### config.mk
export PLATFORM = sky130hd
export DESIGN_NAME = issue_queue
export DESIGN_NICKNAME = d
export VERILOG_FILES = /design/src/rtl/issue_queue.sv
export SDC_FILE = /design/constraint.sdc
export NUM_CORES = 1
export LEC_CHECK = 0
export BUFFER_PORTS_ARGS = -buffer_cell sky130_fd_sc_hd__buf_2
export CAP_MARGIN = 20
export CORE_UTILIZATION = 30
export CTS_BUF_LIST = sky130_fd_sc_hd__clkbuf_4 sky130_fd_sc_hd__clkbuf_8
export CTS_CLUSTER_SIZE = 25
export DETAILED_ROUTE_END_ITERATION = 8
export SYNTH_ARGS = -nofsm -noshare
export SYNTH_HDL_FRONTEND = slang
export SYNTH_SLANG_ARGS = --single-unit
### constraint.sdc
create_clock -name clk -period 10.69 [get_ports clk]
set_input_delay 0.5345 -clock clk [delete_from_list [all_inputs] [get_ports clk]]
set_output_delay 0.5345 -clock clk [all_outputs]
set_load 0.005 [all_outputs]
### src/rtl/issue_queue.sv
// 16-entry out-of-order issue queue: dispatch into the lowest free slot, tag wakeup,
// per-entry issue requests, and frees driven by four arbiter grant ports.
module issue_queue #(
    parameter int OPCODE_WIDTH = 7,
    parameter int PRF_WIDTH    = 6,
    parameter int AGE_WIDTH    = 5
) (
    input  logic                       clk,
    input  logic                       rst,
    input  logic                       flush,
    input  logic                       disp_valid,
    output logic                       disp_ready,
    input  logic [OPCODE_WIDTH-1:0]    disp_op,
    input  logic [PRF_WIDTH-1:0]       disp_prs1,
    input  logic [PRF_WIDTH-1:0]       disp_prs2,
    input  logic [PRF_WIDTH-1:0]       disp_prd,
    input  logic                       disp_prs1_rdy,
    input  logic                       disp_prs2_rdy,
    input  logic                       disp_prdv,
    input  logic [3:0]                 wb_valid,
    input  logic [4*PRF_WIDTH-1:0]     wb_tag,
    input  logic [3:0]                 gnt_valid,
    input  logic [15:0]                gnt_addr,
    output logic [15:0]                ent_req,
    output logic [16*OPCODE_WIDTH-1:0] ent_op,
    output logic [16*AGE_WIDTH-1:0]    ent_age,
    output logic [16*PRF_WIDTH-1:0]    ent_prs1,
    output logic [16*PRF_WIDTH-1:0]    ent_prs2,
    output logic [16*PRF_WIDTH-1:0]    ent_prd,
    output logic [15:0]                ent_prdv,
    output logic [4:0]                 count
);

    localparam int DEPTH = 16;
    localparam logic [AGE_WIDTH-1:0] AGE_MAX = '1;

    logic                    valid_reg    [DEPTH];
    logic                    prs1_rdy_reg [DEPTH];
    logic                    prs2_rdy_reg [DEPTH];
    logic                    prdv_reg     [DEPTH];
    logic [OPCODE_WIDTH-1:0] op_reg       [DEPTH];
    logic [PRF_WIDTH-1:0]    prs1_reg     [DEPTH];
    logic [PRF_WIDTH-1:0]    prs2_reg     [DEPTH];
    logic [PRF_WIDTH-1:0]    prd_reg      [DEPTH];
    logic [AGE_WIDTH-1:0]    age_reg      [DEPTH];
    logic [4:0]              count_reg;
    logic [4:0]              count_next;

    logic [DEPTH-1:0] valid_vec;
    logic [DEPTH-1:0] gnt_mask;
    logic [DEPTH-1:0] free_mask;
    logic [DEPTH-1:0] alloc_onehot;
    logic             alloc_found;
    logic             disp_accept;
    logic             disp_prs1_hit;
    logic             disp_prs2_hit;
    logic [4:0]       freed_cnt;

    function automatic logic tag_hit(
        input logic [PRF_WIDTH-1:0]   tag,
        input logic [3:0]             v,
        input logic [4*PRF_WIDTH-1:0] tags
    );
        logic hit;
        hit = 1'b0;
        for (int k = 0; k < 4; k++) begin
            if (v[k] && (tags[k*PRF_WIDTH +: PRF_WIDTH] == tag)) begin
                hit = 1'b1;
            end
        end
        return hit;
    endfunction

    assign disp_ready  = (count_reg < 5'd16);
    assign disp_accept = disp_valid && disp_ready && !flush;
    assign count       = count_reg;

    assign disp_prs1_hit = tag_hit(disp_prs1, wb_valid, wb_tag);
    assign disp_prs2_hit = tag_hit(disp_prs2, wb_valid, wb_tag);

    // Duplicate grants collapse into one mask bit, so an entry is freed and counted once.
    always_comb begin
        gnt_mask = '0;
        for (int k = 0; k < 4; k++) begin
            if (gnt_valid[k]) begin
                gnt_mask[gnt_addr[k*4 +: 4]] = 1'b1;
            end
        end
        free_mask = gnt_mask & valid_vec;
    end

    // Allocation looks only at the pre-edge valid vector, so a slot freed this cycle waits.
    always_comb begin
        alloc_onehot = '0;
        alloc_found  = 1'b0;
        for (int i = 0; i < DEPTH; i++) begin
            if (!valid_vec[i] && !alloc_found) begin
                alloc_onehot[i] = 1'b1;
                alloc_found     = 1'b1;
            end
        end
    end

    always_comb begin
        freed_cnt = '0;
        for (int i = 0; i < DEPTH; i++) begin
            freed_cnt = freed_cnt + {4'd0, free_mask[i]};
        end
        count_next = count_reg + {4'd0, disp_accept} - freed_cnt;
    end

    always_ff @(posedge clk) begin
        if (rst || flush) begin
            count_reg <= '0;
        end else begin
            count_reg <= count_next;
        end
    end

    genvar gi;
    generate
        for (gi = 0; gi < DEPTH; gi++) begin : g_entry
            always_ff @(posedge clk) begin
                if (rst) begin
                    valid_reg[gi]    <= 1'b0;
                    prs1_rdy_reg[gi] <= 1'b0;
                    prs2_rdy_reg[gi] <= 1'b0;
                    prdv_reg[gi]     <= 1'b0;
                    op_reg[gi]       <= '0;
                    prs1_reg[gi]     <= '0;
                    prs2_reg[gi]     <= '0;
                    prd_reg[gi]      <= '0;
                    age_reg[gi]      <= '0;
                end else if (flush) begin
                    valid_reg[gi] <= 1'b0;
                end else if (disp_accept && alloc_onehot[gi]) begin
                    valid_reg[gi]    <= 1'b1;
                    op_reg[gi]       <= disp_op;
                    prs1_reg[gi]     <= disp_prs1;
                    prs2_reg[gi]     <= disp_prs2;
                    prd_reg[gi]      <= disp_prd;
                    prdv_reg[gi]     <= disp_prdv;
                    prs1_rdy_reg[gi] <= disp_prs1_rdy || disp_prs1_hit;
                    prs2_rdy_reg[gi] <= disp_prs2_rdy || disp_prs2_hit;
                    age_reg[gi]      <= '0;
                end else if (valid_reg[gi]) begin
                    if (free_mask[gi]) begin
                        valid_reg[gi] <= 1'b0;
                    end
                    if (age_reg[gi] != AGE_MAX) begin
                        age_reg[gi] <= age_reg[gi] + 1'b1;
                    end
                    if (tag_hit(prs1_reg[gi], wb_valid, wb_tag)) begin
                        prs1_rdy_reg[gi] <= 1'b1;
                    end
                    if (tag_hit(prs2_reg[gi], wb_valid, wb_tag)) begin
                        prs2_rdy_reg[gi] <= 1'b1;
                    end
                end
            end

            assign valid_vec[gi] = valid_reg[gi];
            assign ent_req[gi]   = valid_reg[gi] && prs1_rdy_reg[gi] && prs2_rdy_reg[gi];
            assign ent_prdv[gi]  = prdv_reg[gi];
            assign ent_op[gi*OPCODE_WIDTH +: OPCODE_WIDTH] = op_reg[gi];
            assign ent_age[gi*AGE_WIDTH +: AGE_WIDTH]      = age_reg[gi];
            assign ent_prs1[gi*PRF_WIDTH +: PRF_WIDTH]     = prs1_reg[gi];
            assign ent_prs2[gi*PRF_WIDTH +: PRF_WIDTH]     = prs2_reg[gi];
            assign ent_prd[gi*PRF_WIDTH +: PRF_WIDTH]      = prd_reg[gi];
        end
    endgenerate

endmodule
# After elaboration in Yosys (flattened, before gate mapping)
# Memories as Yosys holds them, arrays and structs flattened.
# Index checks and enable logic that the tools add are counted.
dict set report word_totals {
  reg_bits 5
  ram_bits 544
  in_bits 80
  out_inout_bits 518
  elab_cells 1653
  memories 9
}
dict set report classes {
  add_sub_neg 33
  order_cmp 9
  eq_ne 152
  muxes 983
  bitwise 228
  n_reduce_logical 238
}
# memory words word_bits rd rd_clocked_by_memory_dff wr line_no
set mem_list {}
lappend mem_list {op_reg 16 7 16 0 16 41} ;# logic [OPCODE_WIDTH-1:0] op_reg [DEPTH];
lappend mem_list {prd_reg 16 6 16 0 16 44} ;# logic [PRF_WIDTH-1:0] prd_reg [DEPTH];
lappend mem_list {prs1_reg 16 6 16 0 16 42} ;# logic [PRF_WIDTH-1:0] prs1_reg [DEPTH];
lappend mem_list {prs2_reg 16 6 16 0 16 43} ;# logic [PRF_WIDTH-1:0] prs2_reg [DEPTH];
lappend mem_list {age_reg 16 5 16 0 16 45} ;# logic [AGE_WIDTH-1:0] age_reg [DEPTH];
lappend mem_list {prdv_reg 16 1 16 0 16 40} ;# logic prdv_reg [DEPTH];
lappend mem_list {{+3 memories} -- -- -- -- -- --}
# op n
set ops {}
lappend ops {{two-way mux 1 bit} 879}
lappend ops {{== test 6 bit} 136}
lappend ops {{two-way mux 6 bit} 48}
lappend ops {{OR 1 bit} 224}
lappend ops {{logical AND 1 bit} 205}
lappend ops {{two-way mux 5 bit} 32}
lappend ops {{two-way mux 7 bit} 16}
lappend ops {{adder 5 x 1 -> 5 bit (second input constant)} 16}
lappend ops {{!= test 5 bit (second input constant)} 16}
lappend ops {{two-way mux 16 bit} 4}
lappend ops {{adder 5 x 1 -> 5 bit} 12}
lappend ops {{OR 16 bit} 3}
lappend ops {{logical NOT 1 bit} 30}
lappend ops {{< comparator 4 x 5 -> 1 bit (second input constant)} 4}
lappend ops {{bitwise AND 16 bit} 1}
lappend ops {{demux 1 bit (select 4 bit)} 4}
lappend ops {{greater-or-equal comparator 4 x 1 -> 1 bit (second input constant)} 4}
lappend ops {{adder 4 x 1 -> 5 bit} 1}
lappend ops {{< comparator 5 bit (second input constant)} 1}
lappend ops {{subtractor 5 bit} 1}
lappend ops {{adder 3 x 1 -> 4 bit} 1}
lappend ops {{adder 2 x 1 -> 3 bit} 1}
lappend ops {{logical OR 1 bit} 3}
lappend ops {{adder 1 x 1 -> 2 bit} 1}

# Depth between registers and ports, before layout
dict set report depth {
  word_depth 56
  mapped_depth 20
  mapped_depth_nobuf 20
}

# Least setup slack after synthesis
# Ideal clock, no wire load.
dict set report synth_path {
  path_kind {input port to flip-flop}
  startpoint {input gnt_addr[13]}
  endpoint {register count_reg[4], in the netlist count[4]}
  setup_ns 0.124
  arrival_time_ns 4.667
  t_required_ns 10.566
  setup_slack_ns 5.899
  path_stages 17
  path_buffers 0
  cell_sequence {or2_2 o22ai_1 o21ai_0 fa_1 ha_1 fa_1 inv_1 fa_1 fa_1 inv_1 ha_1 ha_1 fa_1 xor2_1 xnor2_1 xnor2_1 nor2_1}
}
dict set report synth_between {
  elab_chain_cells 23
  elab_cells_between_ends 24
  cone_classes {16 x add/sub; 2 x order compare; 3 x mux; 2 x bitwise; 1 x reduce/logical}
}
# element line_no
set synth_rtl {}
lappend synth_rtl {{from (decl)} 23} ;# input logic [15:0] gnt_addr,
lappend synth_rtl {{< comparator 4 x 5 -> 1 bit (implied by the code) or greater-or-equal comparator 4 x 1 -> 1 bit (tied branches)} 86} ;# gnt_mask[gnt_addr[k*4 +: 4]] = 1'b1;
lappend synth_rtl {{logical AND 1 bit (implied by the code)} 86}
lappend synth_rtl {{two-way mux 1 bit (implied by the code)} 86}
lappend synth_rtl {{demux 1 bit (select 4 bit) (*)} 86}
lappend synth_rtl {{OR 16 bit (no source line) (*)} --}
lappend synth_rtl {{two-way mux 16 bit (*)} 85} ;# if (gnt_valid[k]) begin
lappend synth_rtl {{bitwise AND 16 bit (*)} 89} ;# free_mask = gnt_mask & valid_vec;
lappend synth_rtl {{adder 1 x 1 -> 2 bit} 107} ;# freed_cnt = freed_cnt + {4'd0, free_mask[i]};
lappend synth_rtl {{adder 2 x 1 -> 3 bit} 107}
lappend synth_rtl {{adder 3 x 1 -> 4 bit} 107}
lappend synth_rtl {{adder 4 x 1 -> 5 bit} 107}
lappend synth_rtl {{adder 5 x 1 -> 5 bit (10 in a row)} 107}
lappend synth_rtl {{adder 5 x 1 -> 5 bit (*)} 107}
lappend synth_rtl {{subtractor 5 bit (*)} 109} ;# count_next = count_reg + {4'd0, disp_accept} - freed_cnt;
lappend synth_rtl {{to (signal assigned)} 116} ;# count_reg <= count_next;
lappend synth_rtl {{to (decl)} 46} ;# logic [4:0] count_reg;
# Mark *: on every way between the ends. The rest lies on a longest branch, timed or not.
# A chain may end at the register's enable or synchronous reset.

==> flow_metrics.env <==
export IMPL_clockBufferDepth=3
export IMPL_grt_total_usage_pct=23.9
export IMPL_hold_buffers=0
export IMPL_critPathRequiredTime_ns=11.31
export IMPL_place_inst=4828
export IMPL_cp_slowest_cell="edfxtp_1"
export IMPL_io_pins=598
export IMPL_busiest_layer="met2"
export IMPL_cts_setup_buffers=0
export IMPL_dp_hpwl_mm=95.0
export IMPL_die_h_um=335
export IMPL_power_density_nw_per_um2=143
export IMPL_critPathTopFamily="adder cells"
export IMPL_drt_iter0_drc=2273
export IMPL_layout_common_cells="buf_2, edfxtp_1, xnor2_1, and2_1, xor2_1"
export IMPL_syn_num_nets=3149
export IMPL_die_w_um=335
export IMPL_drc_errors=0
export IMPL_grt_pass1_wl_mm=191
export IMPL_synth_main_ff_cell="edfxtp_1"
export IMPL_period_minus_slack_ns=4.76
export IMPL_start_kind="register"
export IMPL_finClkSkew_ns=0.0363
export IMPL_grt_max_degree=36
export IMPL_arrival_ns=5.38
export IMPL_start_util_pct=30.4
export IMPL_critical_path_max_fanout=15
export IMPL_synth_top_family_by_area="XOR/XNOR gates"
export IMPL_grt_util_met2_pct=38.9
export IMPL_critPathKind="register to register"
export IMPL_rsz0062_at_grt="false"
export IMPL_critPathCaptureType="register"
export IMPL_synth_top_area_share_pct=49.2
export IMPL_holdWs_ns=0.253
export IMPL_async_flop_share_pct=0
export IMPL_pre_cts_slack_ns=5.42
export IMPL_synthXorXnorAreaFrac_pct=22.5
export IMPL_num_rows=121
export IMPL_ant_nets=0
export IMPL_max_cap_viol_count=0
export IMPL_first_global_vias=25000
export IMPL_yosys_register_bits=549
export IMPL_slew_viol_final=0
export IMPL_synth_adder_area_share_pct=2.61
export IMPL_grt_overflow=0
export IMPL_clk_pin_slew_ns=0.06
export IMPL_drt_wl_total_mm=138
export IMPL_finalHoldViolCount=0
export IMPL_tightest_slew_ns=1.31
export IMPL_clkLatencyLatePin_ns=0.76
export IMPL_dr_total_vias=25600
export IMPL_antenna_found_initial=4
export IMPL_cp_cell_sequence="o21ai_0 > fa_1 > ha_1 > ha_1 > inv_1 > fa_1 > fa_1 > inv_1 > ha_1 > ha_1 > fa_1 > xor2_1 > xnor2_1 > xnor2_1 > nor2_1"
export IMPL_clockRootBuffer="clkbuf_8"
export IMPL_leakage_nw=15.5
export IMPL_first_pass_iters=5
export IMPL_synth_avg_cell_area_sq_um=11.0
export IMPL_cts_resized=0
export IMPL_drive_above_1_share_pct=24.4
export IMPL_muxShareOfSynthArea_pct=0
export IMPL_dieArea_sq_um=112000
export IMPL_largest_reg_flops=112
export IMPL_grt_use_met1_pct=29.3
export IMPL_setup_tns_ns=0
export IMPL_synthSimpleGateAreaFrac_pct=18.0
export IMPL_port_buffers=597
export IMPL_ys_seq_area_share_pct=49.5
export IMPL_ir_drop_mv=0.135
export IMPL_synth_compound_area_share_pct=2.73
export IMPL_final_common_cell="buf_2"
export IMPL_relSlewSlack_pct=11.9
export IMPL_synth_area_leader_cell="edfxtp_1"
export IMPL_utilization_pct=36.3
export IMPL_syn_cell_area_sq_um=33200
export IMPL_fin_ws_ns=5.93
export IMPL_wl_per_cell_um=27.4
export IMPL_critPathMaxStageDelay_ns=0.70
export IMPL_synth_distinct_cells=47
export IMPL_ys_warn_count=0
export IMPL_ctsHtreeMaxLevel=3
export IMPL_n_fill_cell=10900
export IMPL_gp_congestion=0.864
export IMPL_hold_path_class="primary input to register"
export IMPL_synth_enable_flop_cells=544
export IMPL_cts_tree="done"
export IMPL_critPathBufInv=2
export IMPL_max_freq_mhz=210
export IMPL_cts_buffers=104
export IMPL_syn_inst=3008
export IMPL_status="finished, final reports clean"
export IMPL_fin_nets=3606
export IMPL_clock_sinks=549
export IMPL_synth_area_leaders="edfxtp_1, xnor2_1, xor2_1, and2_1, nand4_1"
export IMPL_post_route_period_util_pct=44.5
export IMPL_setup_viol=0
export IMPL_routed_via_density=5.09
export IMPL_syn_to_final_growth_pct=19.4
export IMPL_met3_usage_pct=8.00
export IMPL_finalNonFillerCells=5029
export IMPL_core_area_sq_um=109000
Yosys cell counts (57+ instances only):
cell / count
buf_1: 65
nor4_1: 114
xnor2_1: 525
edfxtp_1: 544
inv_1: 72
and2_1: 429
o22ai_1: 57
nand4_1: 137
nand3_1: 61
xor2_1: 329
nor2_1: 97
clkbuf_1: 211
metrics by stage:
stage                     instance area, sq um  power (mW)
after floorplan                          33200        3.11
after detailed placement                 37300        3.47
final                                    39700        5.66
after CTS                                39500        5.71
after global routing                     39600        5.87
after global placement                   37300        3.46
where the power goes:
part	internal [mW]	switching [mW]
Clock	1.24	0.983
Combinational	0.336	0.528
Sequential	2.46	0.107
Total	4.04	1.62
routing by layer:
layer | wire length [um] | vias to the layer above | part of all wire [%]
met5 | 0 | - | 0
met4 | 5000 | 0 | 3.6
met3 | 14400 | 321 | 10
met2 | 63500 | 1330 | 46
met1 | 54600 | 12700 | 40
li1 | - | 11200 | -
area by class of cell:
class / count / area [sq um] / area share [%]
Clock buffer: 137 / 1720 / 4.35
Sequential cell: 549 / 16400 / 41.5
Antenna cell: 7 / 17.5 / 0.0442
Tap cell: 1476 / 1850 / 4.66
Clock inverter: 50 / 463 / 1.17
Multi-Input combinational cell: 2072 / 15300 / 38.5
Inverter: 73 / 274 / 0.691
Timing Repair Buffer: 665 / 3620 / 9.13
path summary, 6_finish.rpt:
| check | startpoint | endpoint | slack, ns | depth (start not counted) |
|---|---|---|---|---|
| hold / removal | flush | valid_reg[0][7]$_SDFFCE_PP0P_ | 0.25 | 2 |
| hold reg to reg | age_reg[0][35]$_SDFFCE_PN0P_ | age_reg[0][35]$_SDFFCE_PN0P_ | 0.61 | 1 |
| setup / recovery | valid_reg[1][2]$_SDFFCE_PP0P_ | count[4]$_SDFF_PP0_ | 5.93 | 15 |
| setup reg to reg | valid_reg[1][2]$_SDFFCE_PP0P_ | count[4]$_SDFF_PP0_ | 5.93 | 15 |
kinds of logic (layout without fill, tap and decap cells):
| group | Yosys count | after routing |
|---|---|---|
| fa+ha+maj | 61 | 61 |
| simple gates | 1017 | 1017 |
| other cells | 0 | 7 |
| xor+xnor | 854 | 854 |
| flops | 549 | 549 |
| buf+inv | 387 | 925 |
| compound gates | 140 | 140 |
No activity file was read; power rests on OpenSTA's default activity.
